$ cat config.mk
export PLATFORM = sky130hd
export DESIGN_NAME = argmax_sequencer
export DESIGN_NICKNAME = d
export VERILOG_FILES = /design/src/rtl/argmax_sequencer.sv
export SDC_FILE = /design/constraint.sdc
export NUM_CORES = 1
export LEC_CHECK = 0
export ABC_CLOCK_PERIOD_IN_PS = 6700
export CORE_ASPECT_RATIO = 1.25
export CORE_UTILIZATION = 43
export CTS_CLUSTER_SIZE = 16
export DETAILED_ROUTE_END_ITERATION = 8
export GPL_TIMING_DRIVEN = 0
export HOLD_SLACK_MARGIN = 0.06
export PLACE_DENSITY_LB_ADDON = 0.2
export SYNTH_ARGS = -nofsm -noshare
export SYNTH_HDL_FRONTEND = slang
export SYNTH_SLANG_ARGS = --single-unit
$ cat constraint.sdc
create_clock -name clk -period 6.7 [get_ports clk]
set_clock_uncertainty 0.15 [all_clocks]
set_input_delay 1.34 -clock clk [delete_from_list [all_inputs] [get_ports clk]]
set_output_delay 1.34 -clock clk [all_outputs]
set_load 0.02 [all_outputs]
$ cat src/rtl/argmax_sequencer.sv
// Streaming argmax over IC signed Q8.8 class scores, one beat per cycle, with a registered valid/ready result.
// Optional macro ARGMAX_SEQUENCER_SCORE_OUT_EN adds out_score, the winning maximum value.
module argmax_sequencer #(
   parameter int IC         = 10,
   parameter int OUTPUT_BIT = $clog2(IC + 1)
) (
   input  logic                  clk,
   input  logic                  rst,
   input  logic                  in_valid,
   output logic                  in_ready,
   input  logic [15:0]           in_data,
   output logic                  out_valid,
   input  logic                  out_ready,
   output logic [OUTPUT_BIT-1:0] out_class,
   output logic                  busy,
`ifdef ARGMAX_SEQUENCER_SCORE_OUT_EN
   output logic [15:0]           out_score,
`endif
   output logic                  dbg_state
);

   typedef enum logic {
      ACCUM = 1'b0,
      HOLD  = 1'b1
   } state_t;

   localparam logic [OUTPUT_BIT-1:0] LAST_CNT = OUTPUT_BIT'(IC - 1);

   state_t                state;
   state_t                state_next;
   logic [OUTPUT_BIT-1:0] cnt;
   logic [OUTPUT_BIT-1:0] idx;
   logic [15:0]           max_q;
   logic                  accept;
   logic                  last_beat;
   logic                  beat_wins;
   logic [OUTPUT_BIT-1:0] idx_next;
   logic [15:0]           max_next;

   // Handshake: a beat transfers on a rising edge with in_valid && in_ready;
   // a result transfers on a rising edge with out_valid && out_ready.
   assign accept    = in_valid && in_ready;
   assign last_beat = (cnt == LAST_CNT);

   // First beat of a frame always seeds the maximum; strict > keeps the lowest index on ties.
   assign beat_wins = (cnt == '0) || ($signed(in_data) > $signed(max_q));
   assign max_next  = beat_wins ? in_data : max_q;
   assign idx_next  = beat_wins ? cnt : idx;

   always_ff @(posedge clk) begin
      if (rst) begin
         state <= ACCUM;
      end else begin
         state <= state_next;
      end
   end

   always_comb begin
      state_next = state;
      in_ready   = 1'b0;
      out_valid  = 1'b0;
      case (state)
         ACCUM: begin
            in_ready = !rst;
            if (in_valid && !rst && last_beat) begin
               state_next = HOLD;
            end
         end
         HOLD: begin
            out_valid = 1'b1;
            if (out_ready) begin
               state_next = ACCUM;
            end
         end
         default: state_next = ACCUM;
      endcase
   end

   always_ff @(posedge clk) begin
      if (rst) begin
         cnt       <= '0;
         idx       <= '0;
         max_q     <= '0;
         out_class <= '0;
      end else if (accept) begin
         max_q <= max_next;
         idx   <= idx_next;
         if (last_beat) begin
            cnt       <= '0;
            out_class <= idx_next;
         end else begin
            cnt <= cnt + OUTPUT_BIT'(1);
         end
      end
   end

`ifdef ARGMAX_SEQUENCER_SCORE_OUT_EN
   always_ff @(posedge clk) begin
      if (rst) begin
         out_score <= '0;
      end else if (accept && last_beat) begin
         out_score <= max_next;
      end
   end
`endif

   assign busy      = (cnt != '0) || (state == HOLD);
   assign dbg_state = (state == HOLD);

endmodule

==> reports/results.txt, run 1 <==
status -> complete, no violations
total setup buffers inserted after CTS -> 0
worst hold path type -> reg2reg
top cell type's share of synthesized area -> 34.09%
WP data required -> 5.21 ns
share of post-route cells with drive strength above 1 -> 16.98%
ant diodes -> 0
CP Max Fanout -> 10
first-pass GRT wire length -> 6.099 mm
RSZ-0062 raised after global routing -> false
layout net count -> 247
routed wire length -> 3.627 mm
Synth top cells by count -> dfxtp_1, nor2_1, inv_1, ha_1, mux2_4
top-count cell post-synth -> dfxtp_1
gr ovfl total -> 0
Placer Congestion -> 0.7719
leakage -> 0.9113 nW
Syn Nets -> 213
fin crit period -> 4.341 ns
critical path class -> in2out
max_cap viols -> 0
TritonCTS clock tree -> built
vias -> 1,338
Worst setup EP type -> primary output
Synth async-reset ratio -> 0%
# fillers -> 357
Pwr Total -> 477.1 uW
Pwr Density -> 221.2 nW/um2
Synth Flop Type -> dfxtp_1
H-tree depth -> 2
clk slew on worst S/H paths -> 0.06 ns
register area share after synthesis -> 34.09%
clk_lat worst skew -> 0.28 ns
drt first pass iters -> 4
relative slew slack -> 61.66%
PostCTS Resize Cnt -> 0
Die X -> 58.29 um
die height -> 72.36 um
initial antenna violation count -> 0
storage element area -> 580.6 um2
Core Region -> 3785 um2
drt wl/cell -> 13.64 um
CP startpoint kind -> input pin
Synth area leader -> dfxtp_1
Slowest-stage cell, CP -> clkdlybuf4s50_1
DRC marker count from the first detailed-route iteration -> 20
Area contributors post-synth -> dfxtp_1, mux2_4, ha_1
die area -> 4218 um2
CTS root buffer -> clkbuf_8
Crit path top cell by count -> clkdlybuf4s50_1
synthesized instance count -> 177
Critical Path Source -> rst
row count -> 25
io pins -> 28
DPL Wire Length -> 2.743 mm
Multi-input gate area -> 1010 um2
Avg Cell Area, Syn -> 9.621 um2
crit path DAT -> 2.85 ns
EDFF count, synth -> 0
P&R area growth vs syn -> 26.67%
period utilisation layout -> 64.80%
Worst path max stage delay -> 0.54 ns
hold wc startpoint -> out_class[0]$_SDFFE_PP0P_
CP bufs+invs -> 3
CTS max path bufs -> 2
GRT Resource Usage Total -> 18.99%
Top delay family on crit path -> buffers and inverters
Yosys warning count -> 0
fmax -> 230.3 MHz
DRC -> 0
via/cell ratio -> 5.030
Final Max Tran Viols -> 0
Hold Buf Count CTS -> 0
final setup fails -> 0
Sinks on Clock Net -> 29
VDD IR-drop max -> 0.0001032 V
cells along the critical path -> clkdlybuf4s50_1 -> clkbuf_1 -> nor2_1 -> clkdlybuf4s50_1
worst slew pin tran -> 0.5725 ns
Yosys reg bits -> 29
vias in the first global route -> 1,458
Routed Antenna Nets -> 0
Initial Util -> 44.99%
area of the mapped netlist -> 1703 um2
Worst R2R Start -> max_q[15]$_SDFFE_PP0P_
synth unique cells -> 44
largest net degree at the start of global routing -> 11
final hold vios -> 0
setup_tns -> 0 ns
Buffers on Ports -> 27
Inserted Clock Buffers -> 5
-- path summary, 6_finish.rpt --
check,end,slack [ns],cells after the start
setup / recovery,in_ready,2.36,4
hold / removal,out_class[0]$_SDFFE_PP0P_,0.32,2
setup reg to reg,max_q[1]$_SDFFE_PP0P_,4.05,9
hold reg to reg,out_class[0]$_SDFFE_PP0P_,0.32,2
-- sequential cells by signal, summed over array words and instances (netlist names) --
| signal | flops |
|---|---|
| max_q | 16 |
| cnt | 4 |
| idx | 4 |
| out_class | 4 |
| dbg_state | 1 |
-- worst min-delay path: stages (launching register included) --
cell and delay (ns):
dfxtp_1 0.31, nand2b_1 0.06, o21ai_1 0.06
-- through the flow --
step	setup WS (ns)	util [%]	hold WS (ns)	cell area, um2	instances
4_1_cts	2.337	56.99	0.3299	2157	266
5_1_grt	2.249	56.99	0.3506	2157	266
6_report	2.359	56.99	0.3224	2157	266
3_3_place_gp	2.347	53.92	0.3099	2041	258
3_5_place_dp	2.346	53.92	0.3036	2041	258
2_1_floorplan	3.213	-	0.2914	1703	177
-- where the power goes --
part / switching (mW) / internal [mW]
clock: 0.0679 / 0.121
combinational: 0.0501 / 0.0514
sequential: 0.00358 / 0.183
-- routing by layer --
layer  part of all wire (%)  global-route usage (%)  vias to the layer above
met5                      0                       0                        -
met4                    2.6                   9.524                        0
met3                    3.5                   6.061                        9
met2                     54                   35.50                       20
met1                     40                   18.28                      633
li1                       -                       -                      676
-- logic make-up (layout without fill, tap and decap cells) --
group / Yosys count / in the layout / synth area share (%)
simple gates: 60 / 60 / 19.03
compound gates: 29 / 29 / 13.67
flops: 29 / 29 / 34.09
buf+inv: 25 / 60 / 6.612
fa+ha+maj: 16 / 16 / 11.76
mux: 16 / 16 / 13.81
xor+xnor: 2 / 2 / 1.029
-- cells in the final DEF, fill, tap and decap left out, drive strengths merged, types with 3 or more instances in the layout --
cell,n
nand2,6
inv,18
nor3,4
clkbuf,11
a21oi,8
nor2,25
dfxtp,29
ha,16
o21ai,5
nor3b,4
buf,3
clkdlybuf4s50,27
nor2b,8
a32o,4
mux2,15
o31ai,3
-- layout make-up --
| cell class | instances | share of cell area, % |
|---|---|---|
| multi-input combinational | 123 | 46.81 |
| buffer | 7 | 2.088 |
| tap | 54 | 3.132 |
| sequential | 29 | 26.91 |
| clock inverter | 1 | 1.392 |
| inverter | 18 | 3.132 |
| timing repair buffer | 27 | 12.53 |
| clock buffer | 7 | 4.002 |
Power figures use the tool's default switching activity.
==> inputs of run 2 (changes only) <==
Settings changed: ABC_CLOCK_PERIOD_IN_PS 6700 to 4300.
Clock period 6.7 ns to 4.3 ns, I/O delays scaled along.
==> results of run 2 <==
Same layout as run 1 (identical final DEF). Status: complete, no violations.
Main changes from that run: setup slack after placement 2.346 ns -> 0.6394 ns; setup slack after layout 2.359 ns -> 0.9186 ns; register-to-register setup slack 4.05 ns -> 1.65 ns; total power 0.4771 mW -> 0.7434 mW; worst IR drop on VDD 0.0001032 V -> 0.0001608 V
==> inputs of run 3 (changes only) <==
Settings changed: ABC_CLOCK_PERIOD_IN_PS 4300 to 2700.
Clock period 4.3 ns to 2.7 ns, I/O delays scaled along.
==> run 3 against run 2 <==
Utilization rose by 6.3 points. Worst setup slack got worse by 0.89 ns. Count of clock-buffer cells in the layout did not move. Total power rose by 69%. Critical path type is now in2reg. Largest cell class unchanged.
==> reports/results.txt, run 3 (synthesis results as in run 1) <==
Core Region -> 3785 um2 (unchanged)
status -> complete, no violations (unchanged)
die area -> 4218 um2 (unchanged)
final setup fails -> 0 (unchanged)
Hold Buf Count CTS -> 0 (unchanged)
final hold vios -> 0 (unchanged)
Final Max Tran Viols -> 0 (unchanged)
io pins -> 28 (unchanged)
P&R area growth vs syn -> 40.63% (was 26.67%)
Multi-input gate area -> 1205 um2 (was 1010 um2)
clk_lat worst skew -> 0.28 ns (about the same)
met3 Use GR -> 7.130% (was 6.061%)
# fillers -> 315 (was 357)
fmax -> 374.2 MHz
Sinks on Clock Net -> 29 (unchanged)
fin crit period -> 2.672 ns
vias in the first global route -> 1,498 (was 1,458)
layout net count -> 253 (was 247)
CP startpoint kind -> input pin (unchanged)
row count -> 25 (unchanged)
max_cap viols -> 0 (unchanged)
Placer Congestion -> 0.7719 (unchanged)
most frequent cells in the layout -> dfxtp_1, nor2_1, inv_1 (was dfxtp_1, clkdlybuf4s50_1, nor2_1)
relative slew slack -> 61.26% (was 61.66%)
WP data required -> 2.72 ns (was 3.29 ns)
via/cell ratio -> 5.063 (was 5.030)
GR peak layer -> met2 (unchanged)
CTS root buffer -> clkbuf_8 (unchanged)
leakage -> 0.9915 nW (was 0.9113 nW)
worst hold path type -> reg2reg (unchanged)
Min Hold Slack -> 0.3236 ns (was 0.3224 ns)
initial antenna violation count -> 0 (unchanged)
first-pass GRT wire length -> 6.541 mm (was 6.099 mm)
clk slew on worst S/H paths -> 0.06 ns (about the same)
gr ovfl total -> 0 (unchanged)
H-tree depth -> 2 (unchanged)
share of post-route cells with drive strength above 1 -> 29.82% (was 16.98%)
routed wire length -> 3.940 mm (was 3.627 mm)
Util after Layout -> 63.27% (was 56.99%)
CP Max Fanout -> 5 (was 10)
most common cell after layout, fill and taps aside -> dfxtp_1 (unchanged)
CTS max path bufs -> 2 (unchanged)
Die X -> 58.29 um (unchanged)
Buffers on Ports -> 27 (unchanged)
Top reg by flops -> max_q (unchanged)
Initial Util -> 44.99% (unchanged)
DRC marker count from the first detailed-route iteration -> 36 (was 20)
setup_tns -> 0 ns (unchanged)
period utilisation layout -> 98.96%
TritonCTS clock tree -> built (unchanged)
DPL Wire Length -> 2.743 mm (unchanged)
Pwr Density -> 524.6 nW/um2 (was 344.6 nW/um2)
worst slew pin tran -> 0.5786 ns (was 0.5725 ns)
crit path DAT -> 2.69 ns (was 2.37 ns)
Largest register FFs -> 16 (unchanged)
VDD IR-drop max -> 0.0002609 V (was 0.0001608 V)
critical path class -> in2reg (was in2out)
Routed Antenna Nets -> 0 (unchanged)
Worst setup EP type -> flip-flop (was primary output)
drt wl/cell -> 14.49 um (was 13.64 um)
global-route met2 utilization -> 39.34% (was 35.50%)
vias -> 1,377 (was 1,338)
DRC -> 0 (unchanged)
RSZ-0062 raised after global routing -> false (unchanged)
Inserted Clock Buffers -> 5 (unchanged)
drt first pass iters -> 4 (unchanged)
storage element area -> 580.6 um2 (unchanged)
die height -> 72.36 um (unchanged)
ant diodes -> 0 (unchanged)
largest net degree at the start of global routing -> 11 (unchanged)
GRT Resource Usage Total -> 20.64% (was 18.99%)
grt met1 use -> 19.80% (was 18.28%)
-- run 3: cell type report --
class	instances	share of cell area (%)
timing repair buffer	33	12.85
inverter	18	2.821
clock inverter	1	1.254
multi-input combinational	123	50.31
clock buffer	7	3.605
buffer	7	2.090
sequential	29	24.24
tap	54	2.821
-- run 3: per-layer routing --
metal | up-vias | wire, um
met1 | 660 | 1548
li1 | 688 | -
met5 | - | 0
met4 | 0 | 93
met3 | 9 | 145
met2 | 20 | 2152
-- run 3: where the power goes --
group / internal [mW] / switching, mW
clock network: 0.301 / 0.170
logic: 0.166 / 0.156
registers: 0.454 / 0.00932
-- run 3: what timing repair did --
action                                  CTS  global route
buffers inserted                          4             1
cloned                                    1             0
pin swaps                                15             7
gates resized for setup                  36            18
endpoints found under the setup margin   22            21
-- run 3: final timing paths --
path                          endpoint  slack, ns  cells after the start                      start
max              max_q[1]$_SDFFE_PP0P_       0.03                      9                in_data[15]
min          out_class[0]$_SDFFE_PP0P_       0.32                      2  out_class[0]$_SDFFE_PP0P_
max reg2reg      max_q[1]$_SDFFE_PP0P_       0.06                      9      max_q[7]$_SDFFE_PP0P_
min reg2reg  out_class[0]$_SDFFE_PP0P_       0.32                      2  out_class[0]$_SDFFE_PP0P_
-- run 3: critical path, cell delays in order --
cell             delay [ns]
clkdlybuf4s15_1        0.23
ha_4                   0.26
nand4_4                0.12
nor2_1                 0.06
a2111o_1               0.48
o211a_4                0.30
o21ai_4                0.22
buf_6                  0.17
mux2_4                 0.30
-- run 3: stage by stage --
step | setup slack (ns) | power, mW | instances | cell area (um2)
after global placement | -0.5768 | 0.7100 | 258 | 2041
final | 0.02796 | 1.256 | 272 | 2395
after global routing | 0.004130 | 1.323 | 272 | 2395
after floorplan | 0.01288 | 0.6443 | 177 | 1703
after detailed placement | -0.6406 | 0.7237 | 258 | 2041
after CTS | 0.001506 | 1.254 | 271 | 2355
